## src/rtl/spi_arb_pkg.sv

```systemverilog
// Shared types and constants for the two-port SPI_mnrch arbiter.
// Gyro command words live here so every requester uses the same encodings.
package spi_arb_pkg;

   typedef enum logic [2:0] {
      IDLE   = 3'd0,
      LAUNCH = 3'd1,
      ARM    = 3'd2,
      BUSY   = 3'd3,
      RESP   = 3'd4
   } arb_state_e;

   localparam logic [15:0] CMD_ENABLE_INT = 16'h0D02;
   localparam logic [15:0] CMD_GYRO_SET   = 16'h1160;
   localparam logic [15:0] CMD_ROUND      = 16'h1440;
   // Yaw reads: low byte is don't-care, shown as zero.
   localparam logic [15:0] CMD_YAW_L      = 16'hA600;
   localparam logic [15:0] CMD_YAW_H      = 16'hA700;

   function automatic logic [15:0] eff_timeout(input logic [15:0] timeout, input bit fast_sim);
      return fast_sim ? (timeout >> 4) : timeout;
   endfunction

endpackage

```

## src/rtl/spi_arb.sv

```systemverilog
// Round-robin arbiter sharing one SPI_mnrch between two level-held requesters,
// with stale-done masking and a saturating transaction timeout.
module spi_arb
   import spi_arb_pkg::*;
#(
   parameter logic [15:0] TIMEOUT  = 16'd4096,
   parameter bit          FAST_SIM = 1'b1
) (
   input  logic        clk,
   input  logic        rst_n,
   input  logic        req0,
   input  logic [15:0] cmd0,
   input  logic        req1,
   input  logic [15:0] cmd1,
   output logic        done0,
   output logic        done1,
   output logic        err0,
   output logic        err1,
   output logic [15:0] rsp_data,
   output logic        gnt,
   output logic        busy,
   output logic        spi_wrt,
   output logic [15:0] spi_cmd,
   input  logic        spi_done,
   input  logic [15:0] spi_rd
);

   localparam logic [15:0] TMO_LIM = eff_timeout(TIMEOUT, FAST_SIM);

   arb_state_e  state_q, state_d;
   logic [15:0] cnt_q, cnt_d;
   logic [15:0] cmd_q, cmd_d;
   logic [15:0] rsp_q, rsp_d;
   logic        gnt_q, gnt_d;
   logic        ptr_q, ptr_d;
   logic        win;
   logic        tmo;

   // With both ports requesting, the pointer names the port not served last.
   assign win = (req0 & req1) ? ptr_q : req1;
   assign tmo = ((state_q == ARM) || (state_q == BUSY)) && (cnt_q >= TMO_LIM);

   always_comb begin
      state_d = state_q;
      cnt_d   = cnt_q;
      cmd_d   = cmd_q;
      rsp_d   = rsp_q;
      gnt_d   = gnt_q;
      ptr_d   = ptr_q;

      if ((state_q == LAUNCH || state_q == ARM || state_q == BUSY) && (cnt_q != 16'hFFFF))
         cnt_d = cnt_q + 16'd1;

      case (state_q)
         IDLE: begin
            if (req0 | req1) begin
               gnt_d   = win;
               cmd_d   = win ? cmd1 : cmd0;
               cnt_d   = 16'd0;
               state_d = LAUNCH;
            end
         end
         LAUNCH: state_d = ARM;
         ARM: begin
            // Done is still high from the previous transfer until SPI_mnrch sees wrt.
            if (tmo) begin
               ptr_d   = ~gnt_q;
               state_d = IDLE;
            end else if (!spi_done) begin
               state_d = BUSY;
            end
         end
         BUSY: begin
            if (tmo) begin
               ptr_d   = ~gnt_q;
               state_d = IDLE;
            end else if (spi_done) begin
               rsp_d   = spi_rd;
               state_d = RESP;
            end
         end
         RESP: begin
            ptr_d   = ~gnt_q;
            state_d = IDLE;
         end
         default: state_d = IDLE;
      endcase
   end

   always_ff @(posedge clk or negedge rst_n) begin
      if (!rst_n) begin
         state_q <= IDLE;
         cnt_q   <= 16'd0;
         cmd_q   <= 16'h0000;
         rsp_q   <= 16'h0000;
         gnt_q   <= 1'b0;
         ptr_q   <= 1'b0;
      end else begin
         state_q <= state_d;
         cnt_q   <= cnt_d;
         cmd_q   <= cmd_d;
         rsp_q   <= rsp_d;
         gnt_q   <= gnt_d;
         ptr_q   <= ptr_d;
      end
   end

   assign done0    = (state_q == RESP) & ~gnt_q;
   assign done1    = (state_q == RESP) &  gnt_q;
   assign err0     = tmo & ~gnt_q;
   assign err1     = tmo &  gnt_q;
   assign spi_wrt  = (state_q == LAUNCH);
   assign busy     = (state_q != IDLE);
   assign gnt      = gnt_q;
   assign spi_cmd  = cmd_q;
   assign rsp_data = rsp_q;

endmodule

```

## config.mk

```make
export PLATFORM = sky130hd
export DESIGN_NAME = spi_arb
export DESIGN_NICKNAME = d
export VERILOG_FILES = /design/src/rtl/spi_arb_pkg.sv /design/src/rtl/spi_arb.sv
export SDC_FILE = /design/constraint.sdc
export NUM_CORES = 1
export LEC_CHECK = 0
export ABC_AREA = 1
export BUFFER_PORTS_ARGS = -buffer_cell sky130_fd_sc_hd__buf_2
export CORE_MARGIN = 2
export CORE_UTILIZATION = 54
export CTS_BUF_LIST = sky130_fd_sc_hd__clkbuf_4 sky130_fd_sc_hd__clkbuf_8 sky130_fd_sc_hd__clkbuf_16
export CTS_CLUSTER_DIAMETER = 40
export DETAILED_ROUTE_END_ITERATION = 6
export GPL_ROUTABILITY_DRIVEN = 0
export GPL_TIMING_DRIVEN = 0
export HOLD_SLACK_MARGIN = 0.15
export PLACE_DENSITY = 0.85
export SYNTH_ARGS = -nofsm -noshare
export SYNTH_HDL_FRONTEND = slang
export SYNTH_SLANG_ARGS = --single-unit
```

## constraint.sdc

```tcl
create_clock -name clk -period 3.7 [get_ports clk]
set_input_delay 0.185 -clock clk [delete_from_list [all_inputs] [get_ports clk]]
set_output_delay 0.185 -clock clk [all_outputs]
set_load 0.05 [all_outputs]
```

* Yosys cells after proc, flatten, opt, wreduce, memory -nomap -nowiden
Index checks and enable logic that the tools add are counted.
** Operators by class
- Add/sub/neg operators :: 1
- Magnitude comparators :: 1
- Equality and inequality tests :: 9
- Muxes and demuxes :: 13
- Bitwise operators :: 8
- Reduce and logical (&&, ||, !) cells :: 13
** Operators by type and width (count)
- 16-bit 2-to-1 mux :: 4
- 16-bit by 1-bit adder with 16-bit output (second input constant) :: 1
- 16-bit by 9-bit >= comparator with 1-bit output (second input constant) :: 1
- 16-bit != test (second input constant) :: 1
- 3-bit 2-to-1 mux :: 5
- 3-bit case mux with 4 select lines :: 1
- 3-bit by 2-bit == test with 1-bit output (second input constant) :: 2
- 3-bit != test (second input constant) :: 2
- 3-bit AND reduction :: 2
- 1-bit AND :: 5
- 2-bit AND reduction :: 2
- 3-bit by 1-bit == test with 1-bit output (second input constant) :: 1
- 3-bit == test (second input constant) :: 1
- 3-bit logical NOT :: 1
- 1-bit logical OR :: 3
- 3-bit nonzero test :: 1
- 1-bit logical AND :: 2
- 1-bit 2-to-1 mux :: 2
- 2-bit by 1-bit != test with 1-bit output (second input constant) :: 1
- 2-bit != test (second input constant) :: 1
- 1-bit inverter :: 2
- 1-bit case mux with 2 select lines :: 1
- 2-bit nonzero test :: 1
- 2-bit OR reduction :: 1
- 1-bit OR :: 1
** Storage, ports and cells
- Flip-flop bits (word level) :: 53
- Input port bits :: 53
- Output and inout port bits :: 39
- Word-level logic and storage cells :: 51

* Depth between registers and ports, before layout
Gate-level depths: netlist (run 1).
- Depth in word-level cells :: 7
- Depth in mapped cells :: 10
- Gate-level depth less buffers :: 10

* Least setup slack after synthesis (run 1)
OpenSTA, ideal clock, no wires.
- Path type :: register -> register
- Start :: reg state_q[2]
- End :: reg state_q[1]
- Library setup time :: 0.083 ns
- Arrival :: 1.881 ns
- Required time :: 3.617 ns
- Setup slack :: 1.736 ns
- Cell stages (with the launch flop) :: 4
- Path buffers :: 0
- Period minus slack after synthesis :: 1.964 ns
- Path through :: dfrtp_1 -> nor3_1 -> inv_1 -> a31oi_1
** Between the ends
- Elaborated cells between the ends (all ways) :: 13
- Classes of those cells :: eq/ne: 6; mux: 3; reduce/logical: 4
** RTL lines
- start: declaration :: RTL line spi_arb.sv:30 : arb_state_e state_q, state_d;
- start signal: assignment :: RTL line spi_arb.sv:99 : state_q <= state_d;
- 3-bit by 1-bit == test with 1-bit output
- net spi_wrt :: RTL line spi_arb.sv:22 : output logic spi_wrt,
- 3-bit case mux with 4 select lines :: RTL line spi_arb.sv:54 : case (state_q)
The timed path passes the listed nets, and every way through them passes these cells.
A chain may end at the register's enable or synchronous reset.

* Worst setup path after layout (run 1)
- Start :: reg state_q[2]
- End :: out err0
** Between the ends
- Longest elaborated chain between the ends :: 4
- Elaborated cells between the ends (all ways) :: 5
- Classes of those cells :: eq/ne: 2; bitwise: 1; reduce/logical: 2
** RTL lines
- 3-bit by 2-bit == test with 1-bit output :: RTL line spi_arb.sv:41 : assign tmo = ((state_q == ARM) || (state_q == BUSY)) && (cnt_q >= TMO_LIM);
- 1-bit logical OR (*) :: RTL line spi_arb.sv:41
- 1-bit logical AND (*) :: RTL line spi_arb.sv:41
- 1-bit AND (*) :: RTL line spi_arb.sv:110 : assign err0 = tmo & ~gnt_q;
- end: declaration :: RTL line spi_arb.sv:17 : output logic err0,
Mark *: on every way between the ends. The rest lies on a longest branch, timed or not.

==> flow_summary.yaml, run 1 <==
timing:
  final_max_slew_viol_count: 0
  rsz0062_at_grt: "no"
  relSlewSlack_pct: 23.6
  setup_viol: 0
  finalSetupTns_ns: 0
  max_freq_mhz: 519
  finalCriticalPeriod_ns: 1.93
  whs_ns: 0.102
  hold_viol: 0
  worst_pin_slew_ns: 1.15
  finalCritPeriodShare_pct: 52.1
  finClkSkew_ns: 0.00546
grt:
  grt_pass1_wl_mm: 12.4
  antenna_found_initial: 0
  grt_pass1_vias: 2833
  grt_start_max_net_pins: 54
  grt_overflow: 0
  grtUsageTotal_pct: 28.8
detailed_routing:
  wl_mm: 7.52
  via_per_inst: 5.11
  routedWlPerCell_um: 13.6
  drc: 0
  dr.pass1.iters: 5
  drtIter0Drc: 181
  vias: 2832
  ant_nets: 0
cells_and_area:
  layout_commonest_cell: "nand2_1"
  final_cell_mix: "nand2_1 (122), buf_2 (94), dfrtp_1 (53)"
  multi_input_area_um2: 1210
  nFillCells: 343
  final_cell_area_um2: 3640
  area_growth_syn_to_layout_pct: 33.2
  seq_area_um2: 1330
  nets: 539
  postLayoutCoreUtil_pct: 76.0
  layout-drive-gt1-share_pct: 26.0
logic_synthesis:
  synth_async_sr_flop_share_pct: 100
  ys.flop_type: "dfrtp_1"
  seq_area_frac_synth_pct: 48.5
  synthDistinctLibCells: 29
  postSynthAreaPerCell_um2: 7.61
  synth-seq-cells: 53
  synth-edff-count: 0
  synth_area_um2: 2730
  synthCells: 359
  yosys_warnings: 0
  syn_nets: 414
clock_network:
  cts_tree: "done"
  hold_buffers: 27
  clk_pin_slew_ns: 0.09
  cts_resized: 0
  post-cts-setup-buffers: 0
  cts_buffers: 5
  worstSkewPairLatency_ns: 0.30
  cts-root-buf: "clkbuf_8"
  cts.sinks: 53
  htreeDepth: 2
  cts_buffer_depth: 2
place:
  portBuffers: 91
  dpl-instance-area_um2: 3270
  hpwl_mm: 5.08
setup_path:
  cp.required_ns: 3.51
  endpoint_kind: "primary output"
  worstPathMaxFanout: 6
  crit_arrival_ns: 1.74
  cp-start-kind: "register"
  path_class: "register to primary output"
floorplan:
  fp.coreArea_um2: 4790
  initial_utilization_pct: 57.1
  ioPinCount: 92
  die_area_um2: 5650
  rows: 25
  die_y_um: 75.1
  die_w_um: 75.1
min_path:
  worst_hold_path_type: "input pin to asynchronous set/reset pin"
power:
  power.density_nw_per_um2: 799
  p_leak_nw: 1.92
  peakVddDrop_uv: 593
  power_mw: 2.91
job:
  maxCapViolCount: 0
run_status:
  status: "finished clean"
cell usage after synthesis, types with 3 or more instances:
cell,n,area share [%]
o21ai_1,18,3.3
xor2_1,3,0.96
a21oi_1,8,1.5
nand3_1,13,2.4
dfrtp_1,53,49
inv_1,29,4.0
nand2_1,122,17
nand4_1,8,1.8
nor2_1,43,5.9
buf_2,3,0.55
nor2_4,3,1.2
inv_2,6,0.82
nor3_1,5,0.92
o21ai_0,24,4.4
report_power, final:
| group | internal, mW | switching (mW) | total (mW) |
|---|---|---|---|
| Sequential | 0.791 | 0.135 | 0.926 |
| Combinational | 0.417 | 1.23 | 1.65 |
| Clock | 0.149 | 0.184 | 0.333 |
| Total | 1.36 | 1.55 | 2.91 |
metrics by stage:
step                setup WS [ns]  instances
floorplan                    1.74        359
global placement             2.10        517
detailed placement           2.06        517
CTS                          1.77        552
global route                 1.65        552
finish                       1.77        554
per-layer routing:
metal | track usage (%) | up-vias | routed length (µm)
li1 | - | 1384 | -
met1 | 36.5 | 1300 | 3030
met5 | 0 | - | 0
met2 | 47.6 | 130 | 3830
met3 | 5.89 | 18 | 492
met4 | 13.5 | 0 | 164
final cells by class:
class | count | share of cell area [%]
flip-flops and latches | 53 | 36.5
multi-input cells | 261 | 33.3
repair buffers | 118 | 19.9
inverters | 36 | 3.75
clock buffers | 7 | 2.30
well taps | 67 | 2.30
plain buffers | 9 | 1.65
clock inverters | 1 | 0.206
diodes | 2 | 0.138
worst max-delay path, stage by stage, from the launching register on:
cell	delay, ns
dfrtp_1	0.49
nor3_1	0.34
o22ai_1	0.21
nor2_1	0.13
buf_2	0.27
state kept, by name, indices dropped and copies added, names as in the netlist:
name / count
cnt_q: 16
gnt: 1
ptr_q: 1
rsp_data: 16
spi_cmd: 16
state_q: 3
worst paths after layout:
path | startpoint | to | slack [ns] | cells past startpoint
max reg2reg | cnt_q[0] | cnt_q[13] | 2.01 | 8
min in group clk | cmd1[2] | spi_cmd[2] | 0.15 | 3
max | state_q[2] | err0 | 1.77 | 4
min | rst_n | cnt_q[4] | 0.10 | 1
max in group asynchronous | rst_n | rsp_data[9] | 2.90 | 1
min reg2reg | rsp_data[13] | rsp_data[13] | 0.49 | 2
cell families after synthesis:
group | share of synthesized area (%)
XOR/XNOR | 0.962
flip-flops | 48.5
adder cells (fa/ha/maj) | 0.916
AND/OR/NAND/NOR | 32.2
buffers and inverters | 7.19
AO/OA/AOI/OAI | 10.2
No activity file was read; power rests on OpenSTA's default activity.
==> inputs of run 2 (changes only) <==
Settings changed: CORE_UTILIZATION 54 to 45, PLACE_DENSITY 0.85 to 0.75.
Clock period 3.7 ns to 1.6 ns, I/O delays scaled along.
==> flow_summary.yaml, run 2 (synthesis results as in run 1) <==
run_status:
  status: "complete, but fails checks"
  violations: "negative setup slack"
detailed_routing:
  ant_nets: 0
  routedWlPerCell_um: 13.8
  drtIter0Drc: 212
  dr.pass1.iters: 5
  wl_mm: 8.21
  drc: 0
  via_per_inst: 5.05
  vias: 3008
job:
  maxCapViolCount: 0
cells_and_area:
  layout_commonest_cell: "nand2_1"
  nets: 575
  area_growth_syn_to_layout_pct: 50.0
  diodes: 0
  final_cell_area_um2: 4100
  nFillCells: 437
  layout-drive-gt1-share_pct: 30.3
  final_cell_mix: "nand2_1 (119), buf_2 (88), dfrtp_1 (50), dlygate4sd3_1 (50), nor2_1 (40)"
  postLayoutCoreUtil_pct: 69.6
place:
  portBuffers: 91
  hpwl_mm: 4.90
  dpl-instance-area_um2: 3290
min_path:
  hold_depth: 3
  worst_hold_path_type: "input pin to register"
  whs_endpoint: "cnt_q[13]"
  holdCritStartpoint: "req0"
floorplan:
  die_y_um: 81.9
  die_w_um: 81.9
  die_area_um2: 6710
  rows: 28
  ioPinCount: 92
  initial_utilization_pct: 46.4
  fp.coreArea_um2: 5890
grt:
  grt_start_max_net_pins: 54
  grt_overflow: 0
  grt_pass1_wl_mm: 12.6
  grt_pass1_vias: 2803
  grtUsageTotal_pct: 24.3
  antenna_found_initial: 0
timing:
  finClkSkew_ns: 0.00681
  finalCritPeriodShare_pct: 102
  finalSetupTns_ns: -0.0378
  final.setup.worst_slack_ns: -0.0264
  hold_viol: 0
  final_max_slew_viol_count: 0
  setup_viol: 2
  rsz0062_at_grt: "yes"
  max_freq_mhz: 615
  relSlewSlack_pct: 51.5
  finalCriticalPeriod_ns: 1.63
  worst_pin_slew_ns: 0.727
setup_path:
  r2r_start: "cnt_q[13]"
  path_class: "register to primary output"
  worstPathMaxFanout: 4
  endpoint_kind: "primary output"
  cp-start-kind: "register"
  crit_arrival_ns: 1.55
  reg2reg_depth: 8
  cp.required_ns: 1.52
  r2r_end: "rsp_data[11]"
  reg2reg_setup_slack_ns: 0.07
power:
  power_mw: 7.02
  power.density_nw_per_um2: 1710
  peakVddDrop_uv: 1200
  p_leak_nw: 2.11
clock_network:
  worstSkewPairLatency_ns: 0.31
  htreeDepth: 2
  cts-root-buf: "clkbuf_8"
  cts.sinks: 53
  cts_buffers: 5
  cts_buffer_depth: 2
  clk_pin_slew_ns: 0.10
  cts_tree: "done"
run 2: changes by cell type in the layout (fill, tap and decap cells not counted), moves of 4 or more:
cell / previous run / this run
buf_2: 94 / 88
buf_4: 2 / 16
inv_1: 29 / 25
inv_2: 6 / 10
dlygate4sd3_1: 27 / 50
run 2: area by class of cell:
class / instances / area (µm²) / share of cell area (%)
flip-flops and latches: 53 / 1330 / 32.5
multi-input cells: 262 / 1300 / 31.7
repair buffers: 153 / 1080 / 26.3
inverters: 36 / 138 / 3.36
well taps: 75 / 93.8 / 2.29
clock buffers: 5 / 68.8 / 1.68
plain buffers: 9 / 63.8 / 1.56
clock inverters: 3 / 25.0 / 0.611
run 2: metal layers:
layer | global-route usage [%] | routed length, µm | vias up
met4 | 7.17 | 216 | 0
met3 | 4.84 | 433 | 26
li1 | - | - | 1464
met5 | 0 | 0 | -
met2 | 41.5 | 4260 | 124
met1 | 31.1 | 3300 | 1394
run 2: where the power goes:
group / switching, mW / internal, mW / total, mW
Combinational: 2.95 / 1.12 / 4.07
Clock: 0.468 / 0.317 / 0.785
Sequential: 0.326 / 1.83 / 2.16
run 2: critical path: stages, from the launching register on:
cell,delay [ns]
dfrtp_1,0.43
inv_1,0.09
nand4_1,0.20
o22ai_2,0.27
nor2_1,0.09
buf_6,0.16
run 2: worst max-delay path by stage:
stage / startpoint / endpoint / slack (ns) / cells after the start
after floorplan: state_q[2] / err0 / -0.06 / 3
after global placement: cnt_q[1] / cnt_q[7] / -0.02 / 8
after detailed placement: cnt_q[1] / cnt_q[5] / -0.09 / 8
after CTS: cnt_q[14] / rsp_data[11] / -0.003 / 8
after global routing: cnt_q[13] / err1 / -0.07 / 5
final: cnt_q[8] / err1 / -0.03 / 5
run 2: timing repair:
item / in CTS / in global routing
endpoints found under the setup margin: 16 / 41
gates cloned: 0 / 1
pin swaps: 2 / 5
buffers inserted: 2 / 10
hold buffers: 50 / 0
gates resized for setup: 10 / 28
endpoints found under the hold margin: 87 / 0
run 2: per-stage QoR:
| step | instances | hold WS, ns | setup WS [ns] |
|---|---|---|---|
| 6_report | 596 | 0.177 | -0.0264 |
| 4_1_cts | 585 | 0.174 | -0.00273 |
| 2_1_floorplan | 359 | -0.216 | -0.0586 |
| 3_5_place_dp | 525 | 0.280 | -0.0904 |
| 3_3_place_gp | 525 | 0.275 | -0.0240 |
| 5_1_grt | 596 | 0.181 | -0.0715 |
